--- config.mk ---
export PLATFORM = sky130hd
export DESIGN_NAME = sipo_frame_ctrl
export DESIGN_NICKNAME = d
export VERILOG_FILES = /design/src/rtl/sipo_frame_ctrl_pkg.sv /design/src/rtl/sipo_frame_ctrl_shreg.sv /design/src/rtl/sipo_frame_ctrl.sv
export SDC_FILE = /design/constraint.sdc
export NUM_CORES = 1
export LEC_CHECK = 0
export ABC_CLOCK_PERIOD_IN_PS = 1400
export CAP_MARGIN = 20
export CORE_MARGIN = 2
export CORE_UTILIZATION = 29
export DETAILED_ROUTE_END_ITERATION = 10
export GPL_TIMING_DRIVEN = 0
export PLACE_DENSITY_LB_ADDON = 0.25
export SLEW_MARGIN = 10
export SYNTH_ARGS = -nofsm -noshare
export SYNTH_HDL_FRONTEND = slang
export SYNTH_HIERARCHICAL = 1
export SYNTH_SLANG_ARGS = --single-unit
--- constraint.sdc ---
create_clock -name clk -period 1.4 [get_ports clk]
set_input_delay 0.14 -clock clk [delete_from_list [all_inputs] [get_ports clk]]
set_output_delay 0.14 -clock clk [all_outputs]
set_load 0.05 [all_outputs]
--- src/rtl/sipo_frame_ctrl_pkg.sv ---
// Shared definitions for the SIPO frame controller: FSM state encodings and
// the serial bit order used by the shift register.
package sipo_frame_ctrl_pkg;

  // Controller states; ST_PARITY is only reachable when PARITY_CHECK_EN is defined.
  typedef enum logic [1:0] {
    ST_IDLE   = 2'd0,
    ST_SHIFT  = 2'd1,
    ST_PARITY = 2'd2
  } state_t;

  // Frames arrive LSB first: the first serial bit ends up in q[0].
  localparam bit LSB_FIRST = 1'b1;

endpackage

--- src/rtl/sipo_frame_ctrl_shreg.sv ---
// sipo_shreg: WIDTH-bit serial-in/parallel-out shift register with a shift
// enable and asynchronous active-low reset. Bit order comes from the package.
module sipo_shreg
  import sipo_frame_ctrl_pkg::*;
#(
  parameter int WIDTH = 4
) (
  input  logic             clk,
  input  logic             resetn,
  input  logic             shift_en,
  input  logic             data_in,
  output logic [WIDTH-1:0] q
);

  generate
    if (LSB_FIRST) begin : g_lsb_first
      // Shift right so that the oldest bit settles in q[0] after WIDTH shifts.
      always_ff @(posedge clk or negedge resetn) begin
        if (!resetn)       q <= '0;
        else if (shift_en) q <= {data_in, q[WIDTH-1:1]};
      end
    end else begin : g_msb_first
      // Shift left so that the oldest bit settles in q[WIDTH-1].
      always_ff @(posedge clk or negedge resetn) begin
        if (!resetn)       q <= '0;
        else if (shift_en) q <= {q[WIDTH-2:0], data_in};
      end
    end
  endgenerate

endmodule

--- src/rtl/sipo_frame_ctrl.sv ---
// sipo_frame_ctrl: sequences capture of one WIDTH-bit serial frame after a
// start pulse and presents it on data_out with a valid/ready handshake.
// Optional feature macro: PARITY_CHECK_EN adds a trailing parity bit state
// and the par_err output.
//
// Handshake: a word transfers on any rising edge where valid=1 and ready=1.
// valid stays high until that transfer; ready with valid=0 is ignored. A frame
// completing while valid=1 and ready=0 is dropped and sets the sticky overrun
// flag, which clears on the next transfer that is not also a completion.
module sipo_frame_ctrl
  import sipo_frame_ctrl_pkg::*;
#(
  parameter int WIDTH      = 4,
  parameter int PARITY_ODD = 0
) (
  input  logic             clk,
  input  logic             resetn,
  input  logic             start,
  input  logic             data_in,
  input  logic             ready,
  output logic [WIDTH-1:0] q,
  output logic [WIDTH-1:0] data_out,
  output logic             valid,
  output logic             busy,
  output logic             overrun,
`ifdef PARITY_CHECK_EN
  output logic             par_err,
`endif
  output logic [1:0]       state_dbg
);

  localparam int CW = $clog2(WIDTH) + 1;
  localparam logic [CW-1:0] LAST_CNT = CW'(WIDTH - 1);

  generate
    if (WIDTH < 2 || PARITY_ODD < 0 || PARITY_ODD > 1) begin : g_bad_params
      $error("sipo_frame_ctrl: WIDTH must be >= 2 and PARITY_ODD 0 or 1");
    end
  endgenerate

  state_t          state;
  logic [CW-1:0]   cnt;
  logic            shift_en;
  logic            last_bit;
  logic            complete;
  logic [WIDTH-1:0] word;

  // Bits are sampled on the start edge in IDLE and on every SHIFT edge.
  assign shift_en = ((state == ST_IDLE) && start) || (state == ST_SHIFT);
  assign last_bit = (state == ST_SHIFT) && (cnt == LAST_CNT);
  assign busy     = (state != ST_IDLE);
  assign state_dbg = state;

`ifdef PARITY_CHECK_EN
  logic par_calc;
  // With parity, the word is already complete in q; data_in carries the parity bit.
  assign complete = (state == ST_PARITY);
  assign word     = q;
  assign par_calc = ((^q) ^ data_in) != 1'(PARITY_ODD);
`else
  // Without parity, the completed word is the shift-register value after this edge.
  assign complete = last_bit;
  assign word     = {data_in, q[WIDTH-1:1]};
`endif

  sipo_shreg #(.WIDTH(WIDTH)) u_shreg (
    .clk      (clk),
    .resetn   (resetn),
    .shift_en (shift_en),
    .data_in  (data_in),
    .q        (q)
  );

  // Frame sequencing FSM and bit counter.
  always_ff @(posedge clk or negedge resetn) begin
    if (!resetn) begin
      state <= ST_IDLE;
      cnt   <= '0;
    end else begin
      case (state)
        ST_IDLE: begin
          if (start) begin
            cnt   <= CW'(1);
            state <= ST_SHIFT;
          end
        end
        ST_SHIFT: begin
          if (last_bit) begin
            cnt <= '0;
`ifdef PARITY_CHECK_EN
            state <= ST_PARITY;
`else
            state <= ST_IDLE;
`endif
          end else begin
            cnt <= cnt + CW'(1);
          end
        end
        ST_PARITY: begin
          state <= ST_IDLE;
        end
        default: begin
          state <= ST_IDLE;
          cnt   <= '0;
        end
      endcase
    end
  end

  // Output word, valid/overrun handshake flags.
  always_ff @(posedge clk or negedge resetn) begin
    if (!resetn) begin
      data_out <= '0;
      valid    <= 1'b0;
      overrun  <= 1'b0;
    end else if (complete) begin
      if (!valid || ready) begin
        data_out <= word;
        valid    <= 1'b1;
      end else begin
        overrun  <= 1'b1;
      end
    end else if (valid && ready) begin
      valid   <= 1'b0;
      overrun <= 1'b0;
    end
  end

`ifdef PARITY_CHECK_EN
  // Parity error travels with data_out: loaded with it, cleared on transfer.
  always_ff @(posedge clk or negedge resetn) begin
    if (!resetn) begin
      par_err <= 1'b0;
    end else if (complete) begin
      if (!valid || ready) par_err <= par_calc;
    end else if (valid && ready) begin
      par_err <= 1'b0;
    end
  end
`endif

endmodule

Yosys cells after proc, flatten, opt, wreduce, memory -nomap -nowiden --
Index checks and enable logic that the tools add are counted.
Word-level totals: input port bits 5, register bits after elaboration 15, output and inout port bits 13, logic and storage cells 40
Cells by class: reduce and logical (&&, ||, !) cells 14, equality and inequality tests 7, add/sub/neg operators 1, bitwise logic cells 1, muxes and demuxes 11
Operators by type and width (count):
- 2-bit AND reduction | 5
- 3-bit case mux with 3 select lines | 1
- 3-bit two-way mux | 2
- 2-bit != test, second input constant | 3
- 1-bit two-way mux | 5
- 2-bit two-way mux | 2
- 2-bit case mux with 2 select lines | 1
- 2-bit nonzero test | 2
- 3-bit by 1-bit adder with 3-bit output, second input constant | 1
- 3-bit by 2-bit == test with 1-bit output, second input constant | 1
- 1-bit logical AND | 3
- 2-bit by 1-bit == test with 1-bit output, second input constant | 1
- 2-bit == test, second input constant | 1
- 2-bit logical NOT | 1
- 1-bit logical OR | 2
- 2-bit by 1-bit != test with 1-bit output, second input constant | 1
- 1-bit logical NOT | 1
- 1-bit NOT | 1

Logic depth before layout (Yosys ltp) --
Gate-level depths: netlist (run 1).
word-level depth 4, depth in mapped cells 4

Modules after synthesis --
Netlist (run 1), hierarchy kept.
Modules (own cells, without submodules):
- sipo_frame_ctrl | cells each 37, times used 1, seq. area each 250.2 um^2, area an instance 444.2 um^2
- sipo_shreg | cells each 8, times used 1, seq. area each 100.1 um^2, area an instance 145.1 um^2

Worst setup path after synthesis (run 1) --
Ideal clock, no wire load.
kind reg-to-reg, start register state[0], in the netlist state_dbg[0], end register data_out[3], path buffers 0, setup slack -104 ps, required time 1275 ps, stages on the path, launching flop included 4, arrival 1379 ps, period minus slack after synthesis 1504 ps, cells stage by stage dfrtp_1 -> nand3b_2 -> nor2_4 -> mux2_2
On the way: longest elaborated chain between the ends 3
Ends and longest elaborated chain:
- start, declared | line sipo_frame_ctrl.sv:41 | state_t state;
- start signal, assigned | line sipo_frame_ctrl.sv:77 | state <= ST_IDLE;
- start signal, assigned | line sipo_frame_ctrl.sv:84 | state <= ST_SHIFT;
- start signal, assigned | line sipo_frame_ctrl.sv:93 | state <= ST_IDLE;
- 2-bit by 1-bit == test with 1-bit output | line sipo_frame_ctrl.sv:50 | assign last_bit = (state == ST_SHIFT) && (cnt == LAST_CNT);
- 1-bit logical AND | line sipo_frame_ctrl.sv:50
- 2-bit AND reduction (no line)
- end signal, assigned | line sipo_frame_ctrl.sv:118 | data_out <= word;
- end, declared | line sipo_frame_ctrl.sv:22 | output logic [WIDTH-1:0] data_out,
No other way between the ends. A chain may end at the register's enable or synchronous reset.

Worst setup path in the final report (run 1) --
start register u_shreg.q[2], end output q[2]
RTL lines:
- start, declared | line sipo_frame_ctrl_shreg.sv:12 | output logic [WIDTH-1:0] q
- start signal, assigned | line sipo_frame_ctrl_shreg.sv:20 | else if (shift_en) q <= {data_in, q[WIDTH-1:1]};
- end, declared | line sipo_frame_ctrl.sv:21 | output logic [WIDTH-1:0] q,
No word-level cell between the ends.

==> flow_metrics.env, run 1 <==
export IMPL_synth_seq_cells=14
export IMPL_worst_hold_slack_ps=246
export IMPL_syn_inst=45
export IMPL_status="completed"
export IMPL_cts_buffer_depth=2
export IMPL_crit_type="register to output port"
export IMPL_initial_utilization_pct=30.3
export IMPL_worstPathRequired_ps=1260
export IMPL_layout_drive_gt1_share_pct=35.8
export IMPL_num_rows=16
export IMPL_place_ws_ps=-64.2
export IMPL_power_density_mw_per_mm2=2520
export IMPL_layoutNonFillerInstCount=94
export IMPL_grt_max_degree=15
export IMPL_fin_worst_skew_ps=3.85
export IMPL_ys_seq_area_share_pct=59.4
export IMPL_cap_violations=0
export IMPL_place_area_sq_um=785
export IMPL_wirelength_um=985
export IMPL_p_leak_nw=0.373
export IMPL_rsz0062_at_grt="false"
export IMPL_clk_pin_slew_ps=80
export IMPL_numCtsBuffers=3
export IMPL_antenna_left=0
export IMPL_fillCellCount=204
export IMPL_clk_latency_ps=280
export IMPL_mostFrequentLayoutCells="13 x dfrtp_1, 8 x mux2_2, 7 x dlygate4sd2_1, 5 x buf_4"
export IMPL_via_count=386
export IMPL_worst_slack_ps=76.9
export IMPL_overflow=0
export IMPL_core_sq_mm=0.00194
export IMPL_syn_nets=51
export IMPL_fin_total_pwr_mw=2.10
export IMPL_syn_area_sq_um=589
export IMPL_drcViolationCount=0
export IMPL_ir_drop_mv=1.13
export IMPL_io_pin_count=18
export IMPL_holdBufCountCts=0
export IMPL_grt_pass1_wl_mm=1.82
export IMPL_layout_commonest_cell="dfrtp_1"
export IMPL_track_usage_pct=9.84
export IMPL_place_inst=88
export IMPL_syn_to_final_growth_pct=41.6
export IMPL_worstMarginPinSlew_ps=633
export IMPL_wl_per_cell_um=10.5
export IMPL_via_per_inst=4.11
export IMPL_antenna_found_initial=0
export IMPL_die_area_sq_mm=0.00241
export IMPL_dr_pass1_iters=3
export IMPL_drtIter0Drc=2
export IMPL_layout_min_cycle_time_ps=1320
export IMPL_path_cells="clkdlybuf4s15_1"
export IMPL_utilization_pct=43.0
export IMPL_min_delay_path_class="input port to async pin"
export IMPL_start_kind="register"
export IMPL_ys_flop_type="dfrtp_1"
export IMPL_n_antenna_cell=0
export IMPL_fin_area_sq_um=835
export IMPL_relSlewSlack_pct=57.7
export IMPL_fin_setup_tns_ps=0
export IMPL_endpoint_kind="output port"
export IMPL_layout_nets=74
export IMPL_die_width_um=49.1
export IMPL_setup_violations=0
export IMPL_slowest_delay_ps=510
export IMPL_synth_edf_count=0
export IMPL_critPathTopFamily="buffers and inverters"
export IMPL_root_buffer="clkbuf_4"
export IMPL_fmax_mhz=756
export IMPL_crit_fanout=4
export IMPL_cts_sinks=14
export IMPL_period_share_pct=94.5
export IMPL_place_congestion=0.614
export IMPL_ys_types=16
export IMPL_worstPathBufferInverterCount=1
export IMPL_cp_data_arrival_time_ps=1180
export IMPL_h_tree_depth=1
export IMPL_die_h_um=49.1
export IMPL_portBuffers=16
export IMPL_finalMaxSlewViolations=0
export IMPL_syn_area_per_cell_sq_um=13.1
export IMPL_ys_warn_count=6
export IMPL_cts_tree="built"
export IMPL_reg2reg_slack_ps=90
export IMPL_grt_pass1_vias=402
export IMPL_hold_viol_final=0
export IMPL_slowest_stage="clkdlybuf4s15_1"
export IMPL_async_reset_ff_share_pct=100
cell usage after synthesis (all sizes together) (2+ instances only):
cell	count	area (sq um)
nor2	3	18.8
nor2b	3	26.3
nand2	4	15.0
buf	2	15.0
mux2	8	90.1
dfrtp	14	350
o21a	2	15.0
o21ai	2	10.0
a21oi	2	10.0
worst paths after layout:
path / start / endpoint / cells past startpoint
worst min-delay path: resetn / u_shreg/q[0] / 1
worst min register to register: data_out[2] / data_out[2] / 1
max in group asynchronous: resetn / state_dbg[0] / 1
worst max register to register: cnt[1] / data_out[1] / 4
min in group clk: data_in / data_out[3] / 2
worst max-delay path: u_shreg/q[2] / q[2] / 1
registers in the layout, summed over array words and instances, names as in the netlist:
register	cells
cnt	3
overrun	1
data_out	4
u_shreg/q	4
state_dbg	1
valid	1
cells by family (layout without fill, tap and decap cells):
family	after synthesis	in the layout	share of synthesized area, %
buffers and inverters	3	25	3.18
AOI/OAI and AO/OA	6	6	5.94
other	1	1	0.636
DFF	14	14	59.4
and+or+nand+nor	12	12	13.4
adders and majority gates	1	1	2.12
muxes	8	8	15.3
cell type report:
cell class | instances | area, sq um | area share (%)
sequential | 14 | 352 | 42.1
multi-input combinational | 28 | 235 | 28.2
timing repair buffer | 18 | 159 | 19.0
clock buffer | 4 | 36.3 | 4.35
tap | 27 | 33.8 | 4.05
buffer | 2 | 15.0 | 1.80
inverter | 1 | 3.75 | 0.450
report_power, final:
| group | internal (mW) | switching (mW) | total (mW) |
|---|---|---|---|
| clock | 0.158 | 0.130 | 0.288 |
| combinational | 0.410 | 0.717 | 1.13 |
| sequential | 0.566 | 0.122 | 0.688 |
what timing repair did:
item                                   4_1_cts  5_1_grt
gates resized for setup                     14        7
pin swaps                                    0        2
setup endpoints to repair                   12       12
buffers inserted                             0        2
endpoints found under the hold margin        0        0
routing by layer:
layer | global-route usage (%) | vias up | part of all wire (%)
met3 | 3.68 | 2 | 7.4
met4 | 4.29 | 0 | 1.4
li1 | - | 190 | -
met2 | 14.2 | 14 | 43
met1 | 13.1 | 180 | 49
met5 | 0 | - | 0
Note: power is estimated with default switching activity, not from simulation.
==> inputs of run 2 (changes only) <==
ABC_CLOCK_PERIOD_IN_PS = default   (was 1400)
CORE_MARGIN = default   (was 2)
==> flow_metrics.env, run 2 (synthesis gave the netlist of run 1 again) <==
export IMPL_cp_depth=1
export IMPL_cp_data_arrival_time_ps=1200
export IMPL_finalMaxSlewViolations=0
export IMPL_mostFrequentLayoutCells="13 x dfrtp_1, 10 x dlygate4sd2_1, 8 x mux2_2"
export IMPL_worstPathRequired_ps=1260
export IMPL_layout_nets=73
export IMPL_die_width_um=47.1
export IMPL_antenna_left=0
export IMPL_wl_per_cell_um=10.6
export IMPL_r2r_cells=4
export IMPL_die_h_um=47.1
export IMPL_hold_viol_final=0
export IMPL_crit_type="register to output port"
export IMPL_power_density_mw_per_mm2=2490
export IMPL_crit_fanout=4
export IMPL_layout_commonest_cell="dfrtp_1"
export IMPL_slowest_delay_ps=540
export IMPL_relSlewSlack_pct=58.0
export IMPL_start_kind="register"
export IMPL_endpoint_kind="output port"
export IMPL_track_usage_pct=10.2
export IMPL_min_delay_path_class="input port to async pin"
export IMPL_initial_utilization_pct=32.4
export IMPL_root_buffer="clkbuf_4"
export IMPL_grt_pass1_wl_mm=1.53
export IMPL_overflow=0
export IMPL_critPathTopFamily="buffers and inverters"
export IMPL_timing_rr_start="cnt[0]"
export IMPL_p_leak_nw=0.371
export IMPL_regArea_sq_um=352
export IMPL_worstMarginPinSlew_ps=627
export IMPL_drcViolationCount=0
export IMPL_numCtsBuffers=3
export IMPL_reg2reg_slack_ps=80
export IMPL_clk_pin_slew_ps=80
export IMPL_syn_to_final_growth_pct=36.9
export IMPL_slowest_stage="dlygate4sd2_1"
export IMPL_worstPathBufferInverterCount=1
export IMPL_multi_input_area_sq_um=231
export IMPL_dr_pass1_iters=2
export IMPL_setup_violations=0
export IMPL_grt_max_degree=15
export IMPL_fin_worst_skew_ps=7.38
export IMPL_via_count=390
export IMPL_fin_setup_tns_ps=0
export IMPL_cts_tree="built"
export IMPL_rsz0062_at_grt="false"
export IMPL_io_pin_count=18
export IMPL_critPathCapture="q[2]"
export IMPL_period_share_pct=95.5
export IMPL_layout_drive_gt1_share_pct=31.8
export IMPL_core_sq_mm=0.00182
export IMPL_antenna_found_initial=0
export IMPL_top_regs="data_out: 4 flops, u_shreg/q: 4 flops, cnt: 3 flops"
export IMPL_status="completed"
export IMPL_fillCellCount=194
export IMPL_portBuffers=16
export IMPL_startpoint="u_shreg/q[2]"
export IMPL_num_rows=15
export IMPL_fmax_mhz=748
export IMPL_place_congestion=0.671
export IMPL_via_per_inst=4.29
export IMPL_drtIter0Drc=1
export IMPL_h_tree_depth=1
export IMPL_path_cells="dlygate4sd2_1"
export IMPL_die_area_sq_mm=0.00222
export IMPL_ir_drop_mv=1.19
export IMPL_holdBufCountCts=0
export IMPL_r2r_end="data_out[0]"
export IMPL_worst_hold_slack_ps=249
export IMPL_clk_latency_ps=270
export IMPL_layout_min_cycle_time_ps=1340
export IMPL_grt_pass1_vias=363
export IMPL_n_antenna_cell=0
export IMPL_cts_sinks=14
export IMPL_wirelength_um=969
export IMPL_cts_buffer_depth=2
export IMPL_cap_violations=0
run 2: power by group:
group	internal, mW	total, mW	switching [mW]
clock network	0.110	0.232	0.122
logic	0.385	1.10	0.717
registers	0.566	0.675	0.109
run 2: final cells by class:
class | instances | share of cell area [%]
clock buffers | 4 | 3.26
repair buffers | 17 | 18.3
plain buffers | 2 | 1.86
well taps | 25 | 3.88
inverters | 1 | 0.465
flip-flops and latches | 14 | 43.6
multi-input cells | 28 | 28.7
run 2: what timing repair did:
action | in CTS | in global routing
gates resized for setup | 14 | 3
pin swaps | 0 | 2
setup buffers | 0 | 1
endpoints found under the setup margin | 12 | 5
run 2: through the flow:
step	setup WS, ps	total power, mW	util, %	instances	instance area [sq um]
after floorplan	42.8	1.49	-	45	591
after global placement	-47.6	1.83	43.0	86	782
after detailed placement	-66.1	1.85	43.0	86	782
after CTS	19.5	1.99	43.6	90	793
after global routing	7.72	2.14	44.3	91	807
final	63.6	2.01	44.3	91	807
run 2: layer usage:
metal / wire, um / GRT usage [%]
met1: 494 / 14.7
met4: 0 / 5.14
met5: 0 / 0
met2: 398 / 14.2
met3: 77 / 2.31
run 2: worst min path at each step:
| stage | startpoint | endpoint | cells past startpoint |
|---|---|---|---|
| 2_1_floorplan | resetn | cnt[0] | 0 |
| 3_3_place_gp | cnt[1] | cnt[1] | 2 |
| 3_5_place_dp | cnt[1] | cnt[1] | 2 |
| 4_1_cts | resetn | cnt[2] | 1 |
| 5_1_grt | resetn | cnt[2] | 1 |
| 6_report | resetn | cnt[2] | 1 |
